===== src/rtl/ccff_chain_mem_param_if.sv =====
// Configuration-chain programming bus.
//   master : drives ccff_head, ccff_shift_en, ccff_rotate, ccff_commit;
//            observes ccff_tail, mem_out, mem_outb, shift_cnt, chain_full, commit_err.
//   slave  : the chain block itself (directions reversed).
// NUM_BITS must match the NUM_BITS of the attached ccff_chain_mem_param.
interface ccff_chain_mem_param_if #(
  parameter int unsigned NUM_BITS = 16
);
  localparam int unsigned CNT_W = $clog2(NUM_BITS + 1);

  logic                ccff_head;
  logic                ccff_shift_en;
  logic                ccff_rotate;
  logic                ccff_commit;
  logic                ccff_tail;
  logic [NUM_BITS-1:0] mem_out;
  logic [NUM_BITS-1:0] mem_outb;
  logic [CNT_W-1:0]    shift_cnt;
  logic                chain_full;
  logic                commit_err;

  modport master (
    output ccff_head, ccff_shift_en, ccff_rotate, ccff_commit,
    input  ccff_tail, mem_out, mem_outb, shift_cnt, chain_full, commit_err
  );

  modport slave (
    input  ccff_head, ccff_shift_en, ccff_rotate, ccff_commit,
    output ccff_tail, mem_out, mem_outb, shift_cnt, chain_full, commit_err
  );
endinterface


===== src/rtl/ccff_chain_mem_param.sv =====
// Serial configuration chain with optional double-buffered outputs.
//   prog_clk   : programming clock, rising edge
//   prog_reset : asynchronous active-high reset
//   bus        : slave side of ccff_chain_mem_param_if
//                ccff_head/shift_en/rotate/commit in;
//                ccff_tail, mem_out, mem_outb, shift_cnt, chain_full, commit_err out.
// SHADOW=1: mem_out is a separate active register loaded by an accepted commit.
// SHADOW=0: mem_out taps the chain directly and commit is ignored.
module ccff_chain_mem_param #(
  parameter  int unsigned NUM_BITS = 16,
  parameter  bit          SHADOW   = 1'b1,
  localparam int unsigned CNT_W    = $clog2(NUM_BITS + 1)
) (
  input logic                    prog_clk,
  input logic                    prog_reset,
  ccff_chain_mem_param_if.slave  bus
);

  typedef enum logic [1:0] {
    EMPTY,
    LOADING,
    FULL
  } state_t;

  localparam logic [CNT_W-1:0] CNT_MAX = CNT_W'(NUM_BITS);

  state_t              state;
  logic [NUM_BITS-1:0] chain, chain_nxt;
  logic [NUM_BITS-1:0] active, active_nxt;
  logic [NUM_BITS-1:0] mem_w;
  logic [CNT_W-1:0]    cnt, cnt_nxt;
  logic                err, err_nxt;
  logic                feed_bit;

  // The counter is the state register; the enum is a decode of it.
  always_comb begin
    if (cnt == '0)          state = EMPTY;
    else if (cnt == CNT_MAX) state = FULL;
    else                    state = LOADING;
  end

  assign feed_bit = bus.ccff_rotate ? chain[NUM_BITS-1] : bus.ccff_head;

  // A commit (shadow build only) takes priority over a same-cycle shift:
  // it is judged on the pre-edge count and the shift is dropped.
  always_comb begin
    chain_nxt  = chain;
    active_nxt = active;
    cnt_nxt    = cnt;
    err_nxt    = err;
    if (SHADOW && bus.ccff_commit) begin
      if (state == FULL) begin
        active_nxt = chain;
        cnt_nxt    = '0;
        err_nxt    = 1'b0;
      end else begin
        err_nxt    = 1'b1;
      end
    end else if (bus.ccff_shift_en) begin
      chain_nxt    = chain << 1;
      chain_nxt[0] = feed_bit;
      if (state != FULL) cnt_nxt = cnt + 1'b1;
    end
  end

  always_ff @(posedge prog_clk or posedge prog_reset) begin
    if (prog_reset) begin
      chain  <= '0;
      active <= '0;
      cnt    <= '0;
      err    <= 1'b0;
    end else begin
      chain  <= chain_nxt;
      active <= active_nxt;
      cnt    <= cnt_nxt;
      err    <= err_nxt;
    end
  end

  assign mem_w          = SHADOW ? active : chain;
  assign bus.mem_out    = mem_w;
  assign bus.mem_outb   = ~mem_w;
  assign bus.ccff_tail  = chain[NUM_BITS-1];
  assign bus.shift_cnt  = cnt;
  assign bus.chain_full = (state == FULL);
  assign bus.commit_err = err;

endmodule


===== src/flat_wrapper.sv =====
// flat-port wrapper written by rule: the top's interface ports become plain ports
module ccff_chain_mem_param_flat 
#(
  parameter  int unsigned NUM_BITS = 16,
  parameter  bit          SHADOW   = 1'b1,
  localparam int unsigned CNT_W    = $clog2(NUM_BITS + 1)
)
  (prog_clk, prog_reset, bus_ccff_head, bus_ccff_shift_en, bus_ccff_rotate, bus_ccff_commit, bus_ccff_tail, bus_mem_out, bus_mem_outb, bus_shift_cnt, bus_chain_full, bus_commit_err);
  ccff_chain_mem_param_if #(.NUM_BITS(NUM_BITS)) bus_i ();
  input logic prog_clk;
  input logic prog_reset;
  input wire logic [$bits(bus_i.ccff_head)-1:0] bus_ccff_head;
  input wire logic [$bits(bus_i.ccff_shift_en)-1:0] bus_ccff_shift_en;
  input wire logic [$bits(bus_i.ccff_rotate)-1:0] bus_ccff_rotate;
  input wire logic [$bits(bus_i.ccff_commit)-1:0] bus_ccff_commit;
  output wire logic [$bits(bus_i.ccff_tail)-1:0] bus_ccff_tail;
  output wire logic [$bits(bus_i.mem_out)-1:0] bus_mem_out;
  output wire logic [$bits(bus_i.mem_outb)-1:0] bus_mem_outb;
  output wire logic [$bits(bus_i.shift_cnt)-1:0] bus_shift_cnt;
  output wire logic [$bits(bus_i.chain_full)-1:0] bus_chain_full;
  output wire logic [$bits(bus_i.commit_err)-1:0] bus_commit_err;
  assign bus_i.ccff_head = bus_ccff_head;
  assign bus_i.ccff_shift_en = bus_ccff_shift_en;
  assign bus_i.ccff_rotate = bus_ccff_rotate;
  assign bus_i.ccff_commit = bus_ccff_commit;
  assign bus_ccff_tail = bus_i.ccff_tail;
  assign bus_mem_out = bus_i.mem_out;
  assign bus_mem_outb = bus_i.mem_outb;
  assign bus_shift_cnt = bus_i.shift_cnt;
  assign bus_chain_full = bus_i.chain_full;
  assign bus_commit_err = bus_i.commit_err;
  ccff_chain_mem_param #(.NUM_BITS(NUM_BITS), .SHADOW(SHADOW)) u_core (.prog_clk(prog_clk), .prog_reset(prog_reset), .bus(bus_i));
endmodule

===== config.mk =====
export PLATFORM = sky130hd
export DESIGN_NAME = ccff_chain_mem_param_flat
export DESIGN_NICKNAME = d
export VERILOG_FILES = /design/src/rtl/ccff_chain_mem_param_if.sv /design/src/rtl/ccff_chain_mem_param.sv /design/src/flat_wrapper.sv
export SDC_FILE = /design/constraint.sdc
export NUM_CORES = 1
export LEC_CHECK = 0
export CAP_MARGIN = 20
export CORE_AREA = 2 2 61 63
export DETAILED_ROUTE_END_ITERATION = 10
export DIE_AREA = 0 0 63 65
export PLACE_DENSITY = 0.8
export RECOVER_POWER = 100
export SYNTH_ARGS = -nofsm -noshare
export SYNTH_HDL_FRONTEND = slang
export SYNTH_SLANG_ARGS = --single-unit

===== constraint.sdc =====
create_clock -name prog_clk -period 3.45 [get_ports prog_clk]
set_input_delay 0.8625 -clock prog_clk [delete_from_list [all_inputs] [get_ports prog_clk]]
set_output_delay 0.8625 -clock prog_clk [all_outputs]
set_load 0.02 [all_outputs]

# --- Yosys cells after proc, flatten, opt, wreduce, memory -nomap -nowiden ---
# Cells that the tools add are included.
word_totals:
  regBits: 38
  latch_bits: 0
  ramBits: 0
  romBits: 0
  input_bits: 6
  out_inout_bits: 40
  elab_cells: 25
  memories: 0
classes:
  addsub: 1
  multipliers: 0
  div_mod_pow: 0
  n_lt_le_gt_ge: 0
  n_eq_ne: 4
  shift: 0
  mux: 8
  bitwise_logic: 2
  reduce_logical: 6
op_table:
  columns: ["operator", "n"]
  rows:
  - ["5-bit 2-to-1 mux", 4]
  - ["16-bit inverter", 1]
  - ["5-bit by 1-bit adder with 5-bit output, second input constant", 1]
  - ["5-bit equality test, second input constant", 1]
  - ["5-bit zero test", 1]
  - ["2-bit 2-to-1 mux", 2]
  - ["2-bit AND reduction", 2]
  - ["2-bit nonzero test", 2]
  - ["3-bit AND reduction", 1]
  - ["2-bit equality test, second input constant", 1]
  - ["1-bit 2-to-1 mux", 2]
  - ["2-bit by 1-bit != test with 1-bit output, second input constant", 1]
  - ["2-bit != test, second input constant", 1]
  - ["1-bit inverter", 1]

# --- Depth between registers and ports, before layout ---
depth:
  word_depth: 7
  mapped_depth: 7
  depth_no_buf: 6

# --- Least setup slack after synthesis ---
# OpenSTA, ideal clock, no wires.
synth_path:
  path_kind: "register to output"
  startpoint: "register u_core.cnt[0] (netlist: u_core.bus.shift_cnt[0])"
  endpoint: "output port bus_chain_full"
  t_arrival_ns: 1.054
  required_ns: 2.588
  path_slack_ns: 1.534
  path_stages_with_launch: 5
  n_path_buf: 0
  path_cell_list: "dfrtp_1 > inv_1 > ha_1 > nand4bb_4 > clkinv_2"
synth_between:
  elab_chain_len: 4
  word_cells_on_any_way: 5
  classes_between: "2 x eq/ne; 2 x mux; 1 x reduce/logical"
synth_lines:
  columns: ["item", "line_no", "rtl"]
  rows:
  - ["from (decl)", "ccff_chain_mem_param.sv:31", "logic [CNT_W-1:0] cnt, cnt_nxt;"]
  - ["from (signal assigned)", "ccff_chain_mem_param.sv:75", "cnt <= cnt_nxt;"]
  - ["5-bit equality test", "ccff_chain_mem_param.sv:38", "else if (cnt == CNT_MAX) state = FULL;"]
  - ["2-bit 2-to-1 mux", "ccff_chain_mem_param.sv:38", null]
  - ["2-bit 2-to-1 mux (*)", "ccff_chain_mem_param.sv:37", "if (cnt == '0) state = EMPTY;"]
  - ["2-bit equality test (*)", "ccff_chain_mem_param.sv:85", "assign bus.chain_full = (state == FULL);"]
  - ["to (decl)", "flat_wrapper.sv:20", "output wire logic [$bits(bus_i.chain_full)-1:0] bus_chain_full;"]
# Every way passes the cells marked *; elsewhere a longest branch is shown, timed or not.

# --- Worst setup path in the final report ---
# Same ends and word-level chain as after synthesis.

==> impl_metrics.csv <==
group,metric,value,unit
setup_path,cp.required,2.59,ns
setup_path,crit_type,"flip-flop to output port",
logic_synthesis,synth_area_per_cell,10.9,um^2
global_route,grt_pass1_wl,5590,um
run_status,status,"finished with violations",
logic_synthesis,netlist_area,0.00164,mm^2
power_and_ir_drop,total_power,1.37,mW
run,drv_cap,1,
cts,cts_setup_buffers,0,
logic_synthesis,yosysSeqAreaShare,58.1,%
timing,fin_skew,0.0124,ns
floorplanning,fp.dieH,65,um
logic_synthesis,ys.warnings.count,0,
floorplanning,die_w,63,um
power_and_ir_drop,p_per_area,644,mW/mm^2
floorplanning,ios,46,
floorplanning,rows,22,
placement,dp_hpwl,2340,um
placement,place_area,0.00213,mm^2
cts,cts.path.max_buffers,2,
final_layout,fillers,302,
setup_path,end_kind,"output port",
logic_synthesis,yosys.area.top_type,"dfrtp_1",
timing,final_max_slew_viol_count,39,
final_layout,synthToLayoutAreaGrowth,30.2,%
logic_synthesis,syn_inst,150,
route,routed_wl,3230,um
route,ant_nets,0,
timing,setup_tns,0,ns
logic_synthesis,synth_top_area_share,58.1,%
final_layout,antenna_cells,0,
global_route,gr-total-overflow,0,
setup_path,path_max_fanout,6,
cts,clk_latency,0.36,ns
timing,hold_viol_final,0,
global_route,grt_start_max_net_pins,39,
logic_synthesis,syn_nets,158,
global_route,grt_usage,18.3,%
hold_path,hp-class,"flip-flop to flip-flop",
route,drt_iter0_markers,21,
floorplanning,core,0.00350,mm^2
cts,postCtsHoldBufs,0,
run_status,violations,"max-capacitance violations, max-slew violations",
floorplanning,start_util,46.8,%
floorplanning,fp.dieArea,0.00410,mm^2
global_route,grt_pass1_vias,1162,
placement,gp_congestion,0.753,
global_route,grt_antenna_before_repair,0,
route,routedWlPerCell,13.0,um
cts,cts_tree,"done",
logic_synthesis,ys_types,22,
route,via_count,1187,
route,post_drt_via_cell_ratio,4.79,
power_and_ir_drop,leakage,1.04,nW
setup_path,critPathLaunchType,"flip-flop",
cts,clock-sinks,38,
logic_synthesis,ys_top_cells_by_area,"dfrtp_1 (58%), nand2_1 (11%), mux2_4 (8.3%)",
placement,numPortBuffers,45,
final_layout,final_nets,207,
cts,cts_resized,0,
timing,slew_headroom,-30.0,%
timing,rsz0062_at_grt,"false",
logic_synthesis,yosys_register_bits,38,
final_layout,drive_gt1_share,8.00,%
timing,setup_viol,0,
final_layout,fin_area,0.00213,mm^2
timing,worst_pin_slew,1.95,ns
power_and_ir_drop,peakVddDrop,0.421,mV
cts,htreeDepth,2,
route,drc_errors,0,
cts,cts_buffers,5,
route,drt-pass1-iter-count,4,
timing,fmax,326,MHz
cts,root_buffer,"clkbuf_4",
cts,clk_pin_slew,0.12,ns
timing,min_period_over_period,88.8,%
setup_path,crit_arrival,2.20,ns
timing,period_needed,3.06,ns
per-stage QoR:
step	std cells	hold WS, ns	utilization [%]	worst slack (ns)
2_1_floorplan	150	0.457	-	1.53
3_3_place_gp	240	0.468	61.0	0.979
3_5_place_dp	240	0.480	61.0	0.931
4_1_cts	248	0.510	62.8	0.576
5_1_grt	248	0.536	61.0	0.273
6_report	248	0.497	61.0	0.386
state kept, by name, summed over array words and instances, names as in the netlist:
| register | cells |
|---|---|
| u_core.bus.shift_cnt | 5 |
| u_core.bus.mem_out | 16 |
| u_core.chain | 16 |
| u_core.bus.commit_err | 1 |
metal layers:
metal	vias up	routed length (um)	track usage (%)
met4	0	67	11.7
met5	-	0	0
met3	9	138	4.34
li1	569	-	-
met2	39	1630	30.6
met1	570	1390	21.1
critical path, stage by stage (launching register included):
cell	delay (ns)
dfrtp_1	0.43
inv_1	0.12
ha_1	0.16
nand4bb_1	0.29
clkinvlp_2	0.23
clkdlybuf4s50_1	0.62
cells in the mapped netlist, drive strengths merged:
master / instances
o21a: 1
o21ai: 5
nand4bb: 1
nor2b: 1
dfrtp: 38
nand2: 47
nand4: 2
mux2: 17
nand3: 4
o211ai: 1
xnor2: 1
buf: 4
mux2i: 1
inv: 21
ha: 2
clkinv: 1
or3: 1
clkbuf: 1
nand2b: 1
cell type report:
class | instances | area [um^2] | area share (%)
Tap cell | 48 | 60.1 | 2.82
Sequential cell | 38 | 951 | 44.6
Clock buffer | 6 | 51.3 | 2.41
Multi-Input combinational cell | 85 | 514 | 24.1
Inverter | 22 | 83.8 | 3.93
Timing Repair Buffer | 47 | 458 | 21.5
Clock inverter | 2 | 12.5 | 0.587
cell families after synthesis:
group	Yosys count	share of synthesized area [%]
flip-flops	38	58.1
buffers and inverters	27	6.96
adder cells (fa/ha/maj)	2	1.53
AO/OA/AOI/OAI	7	2.45
multiplexers	18	14.4
XOR/XNOR	1	0.535
AND/OR/NAND/NOR	57	16.1
cell usage in the layout (no fill, tap or decap), drive strengths merged:
cell type and count:
nor2b 1, nand2 47, nand4 2, o211ai 1, clkbuf 8, clkinvlp 2
dfrtp 38, inv 21, ha 2, xnor2 1, clkdlybuf4s50 5, nand3 4
mux2 17, clkinv 1, o21ai 5, dlygate4sd3 40, nand2b 1, o21a 1
or3 1, nand4bb 1, mux2i 1
where the power goes:
group	switching (mW)	total [mW]	leakage (nW)	internal [mW]
Sequential	0.0858	0.629	0.511	0.543
Combinational	0.271	0.492	0.496	0.221
Clock	0.154	0.252	0.0343	0.0979
path summary, 6_finish.rpt:
path,startpoint,endpoint,slack (ns),cells after the start
worst max-delay path,u_core.bus.shift_cnt[0],bus_chain_full,0.39,5
worst min-delay path,u_core.chain[2],u_core.chain[3],0.50,2
worst max register to register,u_core.bus.shift_cnt[0],u_core.bus.mem_out[0],1.12,6
worst min register to register,u_core.chain[2],u_core.chain[3],0.50,2
max in group asynchronous,prog_reset,u_core.bus.shift_cnt[0],0.84,3
min in group asynchronous,prog_reset,u_core.chain[0],1.50,3
Note: power is estimated with default switching activity, not from simulation.
